[src/rtl/fare_meter_ctrl_pkg.sv]
// Shared definitions for the taxi fare meter controller: FSM and source encodings,
// BCD limit, default tariff constants and the pending-event counter update rule.
package fare_meter_ctrl_pkg;

    typedef enum logic [1:0] {
        ST_IDLE = 2'd0,
        ST_RUN  = 2'd1,
        ST_ADD  = 2'd2,
        ST_HOLD = 2'd3
    } fare_state_e;

    typedef enum logic {
        SRC_DIST = 1'b0,
        SRC_TIME = 1'b1
    } fare_src_e;

    localparam logic [15:0] BCD_MAX       = 16'h9999;
    localparam logic [15:0] DEF_BASE_FARE = 16'h0080;
    localparam logic [3:0]  DEF_DIST_STEP = 4'd8;
    localparam logic [3:0]  DEF_TIME_STEP = 4'd4;

    // Returns {drop, new_count}: the service decrement is applied before the new
    // event, so a full counter that is also being served absorbs the event.
    function automatic logic [2:0] pend_update(input logic [1:0] cnt,
                                               input logic       dec,
                                               input logic       ev);
        logic [1:0] base;
        logic       drop;
        base = cnt - {1'b0, dec};
        drop = 1'b0;
        if (ev) begin
            if (base == 2'd3) begin
                drop = 1'b1;
            end else begin
                base = base + 2'd1;
            end
        end
        return {drop, base};
    endfunction

endpackage

[src/rtl/fare_meter_ctrl_bcd_step.sv]
// Combinational 4-digit packed-BCD adder of a single BCD digit onto the fare,
// saturating at 9999 when the top digit carries out.
module fare_bcd_step
    import fare_meter_ctrl_pkg::*;
(
    input  logic [15:0] a,
    input  logic [3:0]  b,
    output logic [15:0] sum,
    output logic        sat
);

    logic [15:0] raw;
    logic        carry;
    logic [4:0]  digit;
    logic [3:0]  addend;

    always_comb begin
        raw    = 16'h0000;
        carry  = 1'b0;
        digit  = 5'd0;
        addend = 4'd0;
        for (int i = 0; i < 4; i++) begin
            addend = (i == 0) ? b : 4'd0;
            digit  = {1'b0, a[i*4 +: 4]} + {1'b0, addend} + {4'd0, carry};
            if (digit > 5'd9) begin
                digit = digit - 5'd10;
                carry = 1'b1;
            end else begin
                carry = 1'b0;
            end
            raw[i*4 +: 4] = digit[3:0];
        end
        sat = carry;
        sum = carry ? BCD_MAX : raw;
    end

endmodule

[src/rtl/fare_meter_ctrl.sv]
// Taxi fare meter: counts distance / waiting-time pulses while a trip runs and
// adds the matching BCD step to the fare, one add per ADD visit.
module fare_meter_ctrl
    import fare_meter_ctrl_pkg::*;
#(
    parameter logic [15:0] BASE_FARE = DEF_BASE_FARE,
    parameter logic [3:0]  DIST_STEP = DEF_DIST_STEP,
    parameter logic [3:0]  TIME_STEP = DEF_TIME_STEP
) (
    input  logic        clk,
    input  logic        rst,
    input  logic        start,
    input  logic        stop,
    input  logic        add_distance,
    input  logic        add_time,
    output logic [15:0] fare,
    output logic        running,
    output logic        busy,
    output logic        ovf,
    output logic        drop_err,
    output fare_state_e fsm_state
);

    fare_state_e state, state_next;
    fare_src_e   sel, sel_next;
    logic [3:0]  step_q, step_next;
    logic [15:0] fare_next;
    logic [1:0]  cnt_d, cnt_d_next, cnt_t, cnt_t_next;
    logic        prev_d, prev_t;
    logic        ovf_next, drop_next;
    logic        ev_d, ev_t, dec_d, dec_t;
    logic [2:0]  upd_d, upd_t;
    logic [15:0] step_sum;
    logic        step_sat;

    assign ev_d  = add_distance & ~prev_d;
    assign ev_t  = add_time & ~prev_t;
    assign dec_d = (state == ST_ADD) && (sel == SRC_DIST);
    assign dec_t = (state == ST_ADD) && (sel == SRC_TIME);
    assign upd_d = pend_update(cnt_d, dec_d, ev_d);
    assign upd_t = pend_update(cnt_t, dec_t, ev_t);

    fare_bcd_step u_step (
        .a   (fare),
        .b   (step_q),
        .sum (step_sum),
        .sat (step_sat)
    );

    always_comb begin
        state_next = state;
        fare_next  = fare;
        cnt_d_next = cnt_d;
        cnt_t_next = cnt_t;
        sel_next   = sel;
        step_next  = step_q;
        ovf_next   = ovf;
        drop_next  = drop_err;
        case (state)
            ST_IDLE, ST_HOLD: begin
                // stop dominates a simultaneous start
                if (start && !stop) begin
                    state_next = ST_RUN;
                    fare_next  = BASE_FARE;
                    cnt_d_next = 2'd0;
                    cnt_t_next = 2'd0;
                    ovf_next   = 1'b0;
                    drop_next  = 1'b0;
                end
            end
            ST_RUN: begin
                if (stop) begin
                    state_next = ST_HOLD;
                    cnt_d_next = 2'd0;
                    cnt_t_next = 2'd0;
                end else begin
                    cnt_d_next = upd_d[1:0];
                    cnt_t_next = upd_t[1:0];
                    drop_next  = drop_err | upd_d[2] | upd_t[2];
                    if (cnt_d != 2'd0) begin
                        state_next = ST_ADD;
                        sel_next   = SRC_DIST;
                        step_next  = DIST_STEP;
                    end else if (cnt_t != 2'd0) begin
                        state_next = ST_ADD;
                        sel_next   = SRC_TIME;
                        step_next  = TIME_STEP;
                    end
                end
            end
            ST_ADD: begin
                fare_next = step_sum;
                ovf_next  = ovf | step_sat;
                if (stop) begin
                    state_next = ST_HOLD;
                    cnt_d_next = 2'd0;
                    cnt_t_next = 2'd0;
                end else begin
                    state_next = ST_RUN;
                    cnt_d_next = upd_d[1:0];
                    cnt_t_next = upd_t[1:0];
                    drop_next  = drop_err | upd_d[2] | upd_t[2];
                end
            end
            default: state_next = ST_IDLE;
        endcase
    end

    always_ff @(posedge clk or negedge rst) begin
        if (!rst) begin
            state    <= ST_IDLE;
            fare     <= 16'h0000;
            cnt_d    <= 2'd0;
            cnt_t    <= 2'd0;
            prev_d   <= 1'b0;
            prev_t   <= 1'b0;
            sel      <= SRC_DIST;
            step_q   <= 4'd0;
            ovf      <= 1'b0;
            drop_err <= 1'b0;
        end else begin
            state    <= state_next;
            fare     <= fare_next;
            cnt_d    <= cnt_d_next;
            cnt_t    <= cnt_t_next;
            prev_d   <= add_distance;
            prev_t   <= add_time;
            sel      <= sel_next;
            step_q   <= step_next;
            ovf      <= ovf_next;
            drop_err <= drop_next;
        end
    end

    assign running   = (state == ST_RUN) || (state == ST_ADD);
    assign busy      = (state == ST_ADD);
    assign fsm_state = state;

endmodule

[config.mk]
export PLATFORM = sky130hd
export DESIGN_NAME = fare_meter_ctrl
export DESIGN_NICKNAME = d
export VERILOG_FILES = /design/src/rtl/fare_meter_ctrl_pkg.sv /design/src/rtl/fare_meter_ctrl_bcd_step.sv /design/src/rtl/fare_meter_ctrl.sv
export SDC_FILE = /design/constraint.sdc
export NUM_CORES = 1
export LEC_CHECK = 0
export BUFFER_PORTS_ARGS = -buffer_cell sky130_fd_sc_hd__buf_2
export CORE_ASPECT_RATIO = 1.5
export CORE_MARGIN = 8
export CORE_UTILIZATION = 35
export CTS_CLUSTER_DIAMETER = 60
export CTS_CLUSTER_SIZE = 10
export DETAILED_ROUTE_END_ITERATION = 10
export GPL_ROUTABILITY_DRIVEN = 0
export PLACE_DENSITY = 0.63
export SYNTH_ARGS = -nofsm -noshare
export SYNTH_HDL_FRONTEND = slang
export SYNTH_SLANG_ARGS = --single-unit
export TNS_END_PERCENT = 100
[constraint.sdc]
create_clock -name clk -period 11.3 [get_ports clk]
set_clock_uncertainty 0.05 [all_clocks]
set_input_delay 2.26 -clock clk [delete_from_list [all_inputs] [get_ports clk]]
set_output_delay 2.26 -clock clk [all_outputs]
set_load 0.02 [all_outputs]
==> flow_summary_export.csv, run 1 <==
group,metric,value,unit
run_status,status,"finished, final reports clean",
timing,finalSetupTns,0,ns
clocking,clk_latency,0.28,ns
clocking,path_clk_slew,0.10,ns
cells_and_area,n_antenna_cell,0,
floorplan,die_h,107.6,um
timing,fin_crit_sh,46.50,%
global_route,grt_pass1_vias,1776,
cells_and_area,stdcell_count,322,
clocking,htreeDepth,1,
timing,min_period,5.255,ns
cells_and_area,seq_area,700.7,um2
global_route,grt_use_total,11.45,%
cells_and_area,fillers,577,
global_route,grt_overflow_total,0,
synthesis,async_flop_share,100.0,%
placed_design,io_buffers,27,
clocking,cts_tree,"done",
synthesis,synth_area,1957,um2
setup_path,r2r-start,"fare[2]",
setup_path,cp-startpoint,"fare[2]",
cells_and_area,drive_above_1_share,14.68,%
cells_and_area,final_nets,275,
floorplan,rows,33,
routing,dr.pass1.iters,7,
clocking,cts_setup_buffers,0,
power,peakVddDrop,133.7,uV
hold_path,hold_path_class,"register to register",
floorplan,die_w,77.05,um
placed_design,place_area,2138,um2
cells_and_area,final_core_util,40.54,%
setup_path,cp.required,11.41,ns
placed_design,hpwl,3.576,mm
timing,rsz0062_at_grt,"no",
setup_path,cp_max_fo,7,
timing,relSlewSlack,49.12,%
routing,initialDrtViolationCount,59,
cells_and_area,design_area,2210,um2
timing,clock.fmax,0.1903,GHz
synthesis,synth_edf_count,0,
setup_path,cp-start-kind,"register",
global_route,antenna_found_initial,0,
clocking,clock_path_buffers,2,
routing,via_per_inst,5.307,
routing,vias,1709,
hold_path,hold_path_startpoint,"fare[8]",
global_route,grt_max_degree,29,
global_route,grt_pass1_wl,8.079,mm
floorplan,dieArea,8289,um2
clocking,cts_resized,0,
synthesis,synth_top_area_cell,"dfrtp_1",
floorplan,start_util,35.90,%
timing,worst_pin_slew,0.7607,ns
setup_path,worstPathArrival,5.36,ns
floorplan,core,5450,um2
run,max_cap_viol_count,0,
synthesis,yosysWarnings,0,
cells_and_area,syn_to_final_growth,12.92,%
cells_and_area,multi_input_area,1159,um2
synthesis,yosys_register_bits,28,
synthesis,avgSynthCellArea,8.508,um2
clocking,postCtsHoldBufs,0,
clocking,numCtsBuffers,3,
synthesis,ys.flop_type,"dfrtp_1",
cells_and_area,layout_commonest_cell,"dfrtp_1",
power,power.density,235.2,nW/um2
timing,setup_viol,0,
synthesis,ys_types,46,
cells_and_area,layout_common_cells,"dfrtp_1, buf_2, nand2_1",
routing,drcViolationCount,0,
timing,maxSlewViolCount,0,
synthesis,netlist_instances,230,
floorplan,io_pins,28,
clocking,cts_sinks,28,
power,power_leakage,0.001092,uW
clocking,clockRootBuffer,"clkbuf_8",
synthesis,synth_nets,252,
placed_design,place.detailed.instances,318,
synthesis,seq_area_frac_synth,35.81,%
setup_path,crit_type,"register to register",
timing,hold_violations,0,
routing,wl_per_cell,14.43,um
synthesis,synth_top_area_share,35.81,%
routing,wl,4.646,mm
synthesis,synth_area_leaders,"dfrtp_1, ha_1, o21ai_0",
routing,antenna_left,0,
setup_path,critPathCaptureType,"register",
==> through the flow <==
| stage | total power, uW | setup WS, ns | hold slack (ns) |
|---|---|---|---|
| final | 519.6 | 6.045 | 0.4709 |
| after global routing | 576.2 | 5.569 | 0.5102 |
| after CTS | 527.7 | 6.048 | 0.4756 |
| after detailed placement | 445.2 | 6.090 | 0.4402 |
| after global placement | 439.9 | 6.196 | 0.4491 |
| after floorplan | 370.5 | 6.432 | 0.4541 |
==> report_power, final <==
part | internal [uW] | switching, uW | total, uW
Combinational | 111 | 178 | 289
Clock | 47.4 | 31.9 | 79.4
Sequential | 124 | 26.6 | 151
Total | 283 | 237 | 520
==> cell type report <==
| type | instances | share of cell area (%) |
|---|---|---|
| flip-flops and latches | 28 | 31.71 |
| clock inverters | 1 | 1.359 |
| well taps | 70 | 3.964 |
| inverters | 15 | 2.548 |
| repair buffers | 27 | 6.116 |
| multi-input cells | 178 | 52.43 |
| clock buffers | 3 | 1.869 |
==> sequential cells by signal, summed over array words and instances, names as in the netlist <==
signal	cells
cnt_d	2
cnt_t	2
drop_err	1
fare	16
fsm_state	2
ovf	1
prev_d	1
prev_t	1
step_q	2
==> cells by family after synthesis <==
group | count (synthesis) | share of synthesized area [%]
AND/OR/NAND/NOR | 86 | 21.42
AO/OA/AOI/OAI | 70 | 24.30
flip-flops | 28 | 35.81
buffers and inverters | 24 | 4.987
adder cells (fa/ha/maj) | 16 | 10.61
XOR/XNOR | 4 | 1.790
multiplexers | 2 | 1.087
==> Yosys cell counts (all sizes together) (6+ instances only) <==
library cell,number
o22a,6
a21oi,12
dfrtp,28
a31oi,6
nor2,21
buf,6
o21ai,24
nand3,6
nor2b,14
nand2,27
inv,15
ha,15
==> path summary, 6_finish.rpt <==
kind,endpoint,slack (ns),depth (start not counted)
worst max-delay path,fare[14],6.05,23
worst min-delay path,fare[8],0.47,2
worst max register to register,fare[14],6.05,23
worst min register to register,fare[8],0.47,2
max in group asynchronous,fare[10],8.82,1
min in group asynchronous,cnt_d[1],1.95,1
==> worst max-delay path, stage by stage (launching register included) <==
cell and delay [ns]:
dfrtp_1 0.42, ha_1 0.31, inv_1 0.11, ha_1 0.20, nand2_1 0.07, a31oi_1 0.32, inv_1 0.09, ha_1 0.22
ha_1 0.35, inv_1 0.15, a21oi_1 0.09, o22a_1 0.20, ha_1 0.24, ha_1 0.37, inv_1 0.14, a21oi_1 0.08
o22a_1 0.21, ha_1 0.21, ha_1 0.32, nor2_1 0.05, a41oi_1 0.30, o22a_4 0.27, nor2_4 0.07, a221o_1 0.31
==> metal layers <==
layer | wire length [um] | up-vias | share of wire [%] | global-route usage, %
met5 | 0 | - | 0 | 0
met4 | 25 | 0 | 0.54 | 2.981
met3 | 158 | 4 | 3.4 | 2.258
met2 | 2447 | 24 | 53 | 20.78
met1 | 2014 | 817 | 43 | 13.34
li1 | - | 864 | - | -
Power figures use the tool's default switching activity.
==> inputs of run 2 (changes only) <==
--- a/config.mk
+++ b/config.mk
@@ -5,6 +5,7 @@
 export SDC_FILE = /design/constraint.sdc
 export NUM_CORES = 1
 export LEC_CHECK = 0
+export ABC_AREA = 1
 export BUFFER_PORTS_ARGS = -buffer_cell sky130_fd_sc_hd__buf_2
 export CORE_ASPECT_RATIO = 1.5
 export CORE_MARGIN = 8
==> constraint.sdc (replaced) <==
create_clock -name clk -period 5.5 [get_ports clk]
set_clock_uncertainty 0.05 [all_clocks]
set_input_delay 1.1 -clock clk [delete_from_list [all_inputs] [get_ports clk]]
set_output_delay 1.1 -clock clk [all_outputs]
set_load 0.02 [all_outputs]
==> run 2 against run 1 <==
Compared with the run above: total power up 87%; non-clock buffer count unchanged; sequential power up 89%; sequential cell count unchanged; core utilization up 0.35 points; hold slack better by 0.0074 ns; register-to-register slack worse by 5.3 ns; synthesized cell count up 7.0%.
==> flow_summary_export.csv, run 2 <==
group,metric,value,unit
cells_and_area,fillers,537,
synthesis,avgSynthCellArea,7.604,um2
global_route,antenna_found_initial,0,
clocking,numCtsBuffers,3,
setup_path,crit_type,"register to register",
timing,rsz0062_at_grt,"no",
clocking,clock_path_buffers,2,
cells_and_area,largest-register,"fare",
cells_and_area,layout_common_cells,"nand2_1, inv_1, dfrtp_1",
timing,clock.fmax,0.2125,GHz
clocking,cts_sinks,28,
routing,initialDrtViolationCount,62,
synthesis,synth_top_family_by_area,"simple AND/OR/NAND/NOR gates",
synthesis,yosys.area_share.simple,30.03,%
synthesis,yosys-top-cells-count,"nand2_1, inv_1, dfrtp_1, nand3_1, nor2_1",
floorplan,core,5165,um2
routing,drcViolationCount,0,
power,power.density,461.0,nW/um2
synthesis,yosysWarnings,0,
placed_design,io_buffers,27,
timing,min_period,4.705,ns
floorplan,die_w,75.69,um
synthesis,yosys_register_bits,28,
setup_path,cp_max_fo,8,
routing,vias,1629,
synthesis,synthXorXnorAreaFrac,1.405,%
synthesis,synth_edf_count,0,
synthesis,synth_top_area_share,37.46,%
cells_and_area,n_antenna_cell,0,
timing,hold_violations,0,
synthesis,yosysMostFrequentCell,"nand2_1",
setup_path,cp.required,5.67,ns
synthesis,seq_area_frac_synth,37.46,%
cells_and_area,final_nets,299,
setup_path,critPathCaptureType,"register",
global_route,grt_pass1_wl,7.327,mm
cells_and_area,layout_commonest_cell,"nand2_1",
clocking,htreeDepth,1,
timing,relSlewSlack,55.55,%
synthesis,synthAdderAreaFrac,11.10,%
synthesis,netlist_instances,246,
clocking,postCtsHoldBufs,0,
synthesis,async_flop_share,100.0,%
clocking,cts_tree,"done",
synthesis,synth_nets,268,
floorplan,die_h,105.5,um
timing,setup_viol,0,
clocking,clk_latency,0.27,ns
run_status,status,"finished, final reports clean",
run,max_cap_viol_count,0,
routing,via_per_inst,4.749,
setup_path,reg2regPathDepth,25,
global_route,grt_use_total,11.47,%
hold_path,hold_path_class,"register to register",
synthesis,synth_area_leaders,"dfrtp_1, nand2_1, ha_1",
cells_and_area,drive_above_1_share,19.27,%
power,power_leakage,0.001206,uW
setup_path,cp-startpoint,"step_q[2]",
timing,hold_slack,0.4783,ns
synthesis,synthMuxAreaShare,0,%
global_route,grt_pass1_vias,1638,
timing,maxSlewViolCount,0,
timing,finalSetupTns,0,ns
global_route,grt_max_degree,29,
setup_path,r2r-start,"step_q[2]",
synthesis,ys_types,29,
clocking,path_clk_slew,0.09,ns
routing,antenna_left,0,
synthesis,ys.flop_type,"dfrtp_1",
setup_path,worst_r2r_endpoint,"fare[10]",
routing,wl,4.230,mm
setup_path,worstPathArrival,4.88,ns
routing,dr.pass1.iters,4,
cells_and_area,largest_reg_flops,16,
timing,fin_crit_sh,85.55,%
synthesis,synth_compound_area_share,10.57,%
synthesis,synth_area,1871,um2
clocking,clockRootBuffer,"clkbuf_8",
floorplan,start_util,36.22,%
floorplan,io_pins,28,
clocking,cts_setup_buffers,0,
setup_path,cp-start-kind,"register",
cells_and_area,seq_area,700.7,um2
clocking,cts_resized,0,
timing,worst_pin_slew,0.6668,ns
cells_and_area,multi_input_area,993.5,um2
cells_and_area,syn_to_final_growth,12.91,%
hold_path,hold_path_startpoint,"ovf",
power,peakVddDrop,314.8,uV
hold_path,holdPathStages,1,
setup_path,regToRegSetupSlack,0.79,ns
routing,wl_per_cell,12.33,um
floorplan,rows,32,
hold_path,min_to,"ovf",
floorplan,dieArea,7988,um2
synthesis,synth_top_area_cell,"dfrtp_1",
placed_design,hpwl,3.341,mm
global_route,grt_overflow_total,0,
[run 2: final cells by class]
cell class / count / share of cell area, %
multi-input combinational: 176 / 47.04
tap: 68 / 4.028
inverter: 41 / 7.405
timing repair buffer: 27 / 6.398
clock buffer: 3 / 1.955
sequential: 28 / 33.18
[run 2: kinds of logic (layout without fill, tap and decap cells)]
group | Yosys count | count (layout)
simple gates | 126 | 126
buf+inv | 42 | 71
compound gates | 31 | 31
flops | 28 | 28
fa+ha+maj | 16 | 16
xor+xnor | 3 | 3
[run 2: routing by layer]
layer | vias up | GRT usage (%) | wire length (um)
met4 | 0 | 3.591 | 67
met1 | 748 | 14.25 | 1909
met5 | - | 0 | 0
met3 | 6 | 1.898 | 196
li1 | 844 | - | -
met2 | 31 | 19.22 | 2056
[run 2: critical path, stage by stage (launching register included)]
cell and delay [ns]:
dfrtp_1 0.42, ha_1 0.20, fa_1 0.52, nand3_1 0.16, nand2_1 0.11, ha_1 0.23, ha_1 0.29, inv_1 0.11
nand3_1 0.09, nand2_1 0.12, nand2_1 0.11, ha_1 0.23, ha_1 0.29, inv_1 0.11, nand3_1 0.09, nand2_1 0.12
nand2_1 0.10, ha_1 0.21, ha_1 0.29, a21oi_1 0.12, nand2_1 0.10, nand3_2 0.16, nand2_2 0.10, inv_2 0.14
nand3_1 0.10, nand2_2 0.06
[run 2: where the power goes]
group	switching (uW)	internal, uW	total, uW	leakage, uW
logic	383	191	575	0.000813
clock network	65.0	49.3	114	0.0000216
registers	35.6	249	285	0.000371
[run 2: worst max-delay path by stage]
stage | end | slack, ns
after global routing | fare[5] | 0.33
after global placement | fare[10] | 0.98
after floorplan | fare[10] | 1.17
after detailed placement | fare[10] | 0.81
after CTS | fare[10] | 0.77
final | fare[10] | 0.79
[run 2: per-stage QoR]
stage	setup WS (ns)	std cells	utilization (%)	area [um2]	total power, uW
after floorplan	1.165	246	-	1871	750.5
after global placement	0.9770	340	40.09	2071	868.4
after detailed placement	0.8071	340	40.09	2071	870.1
after CTS	0.7653	343	40.89	2112	985.6
after global routing	0.3273	343	40.89	2112	1084
final	0.7948	343	40.89	2112	973.6
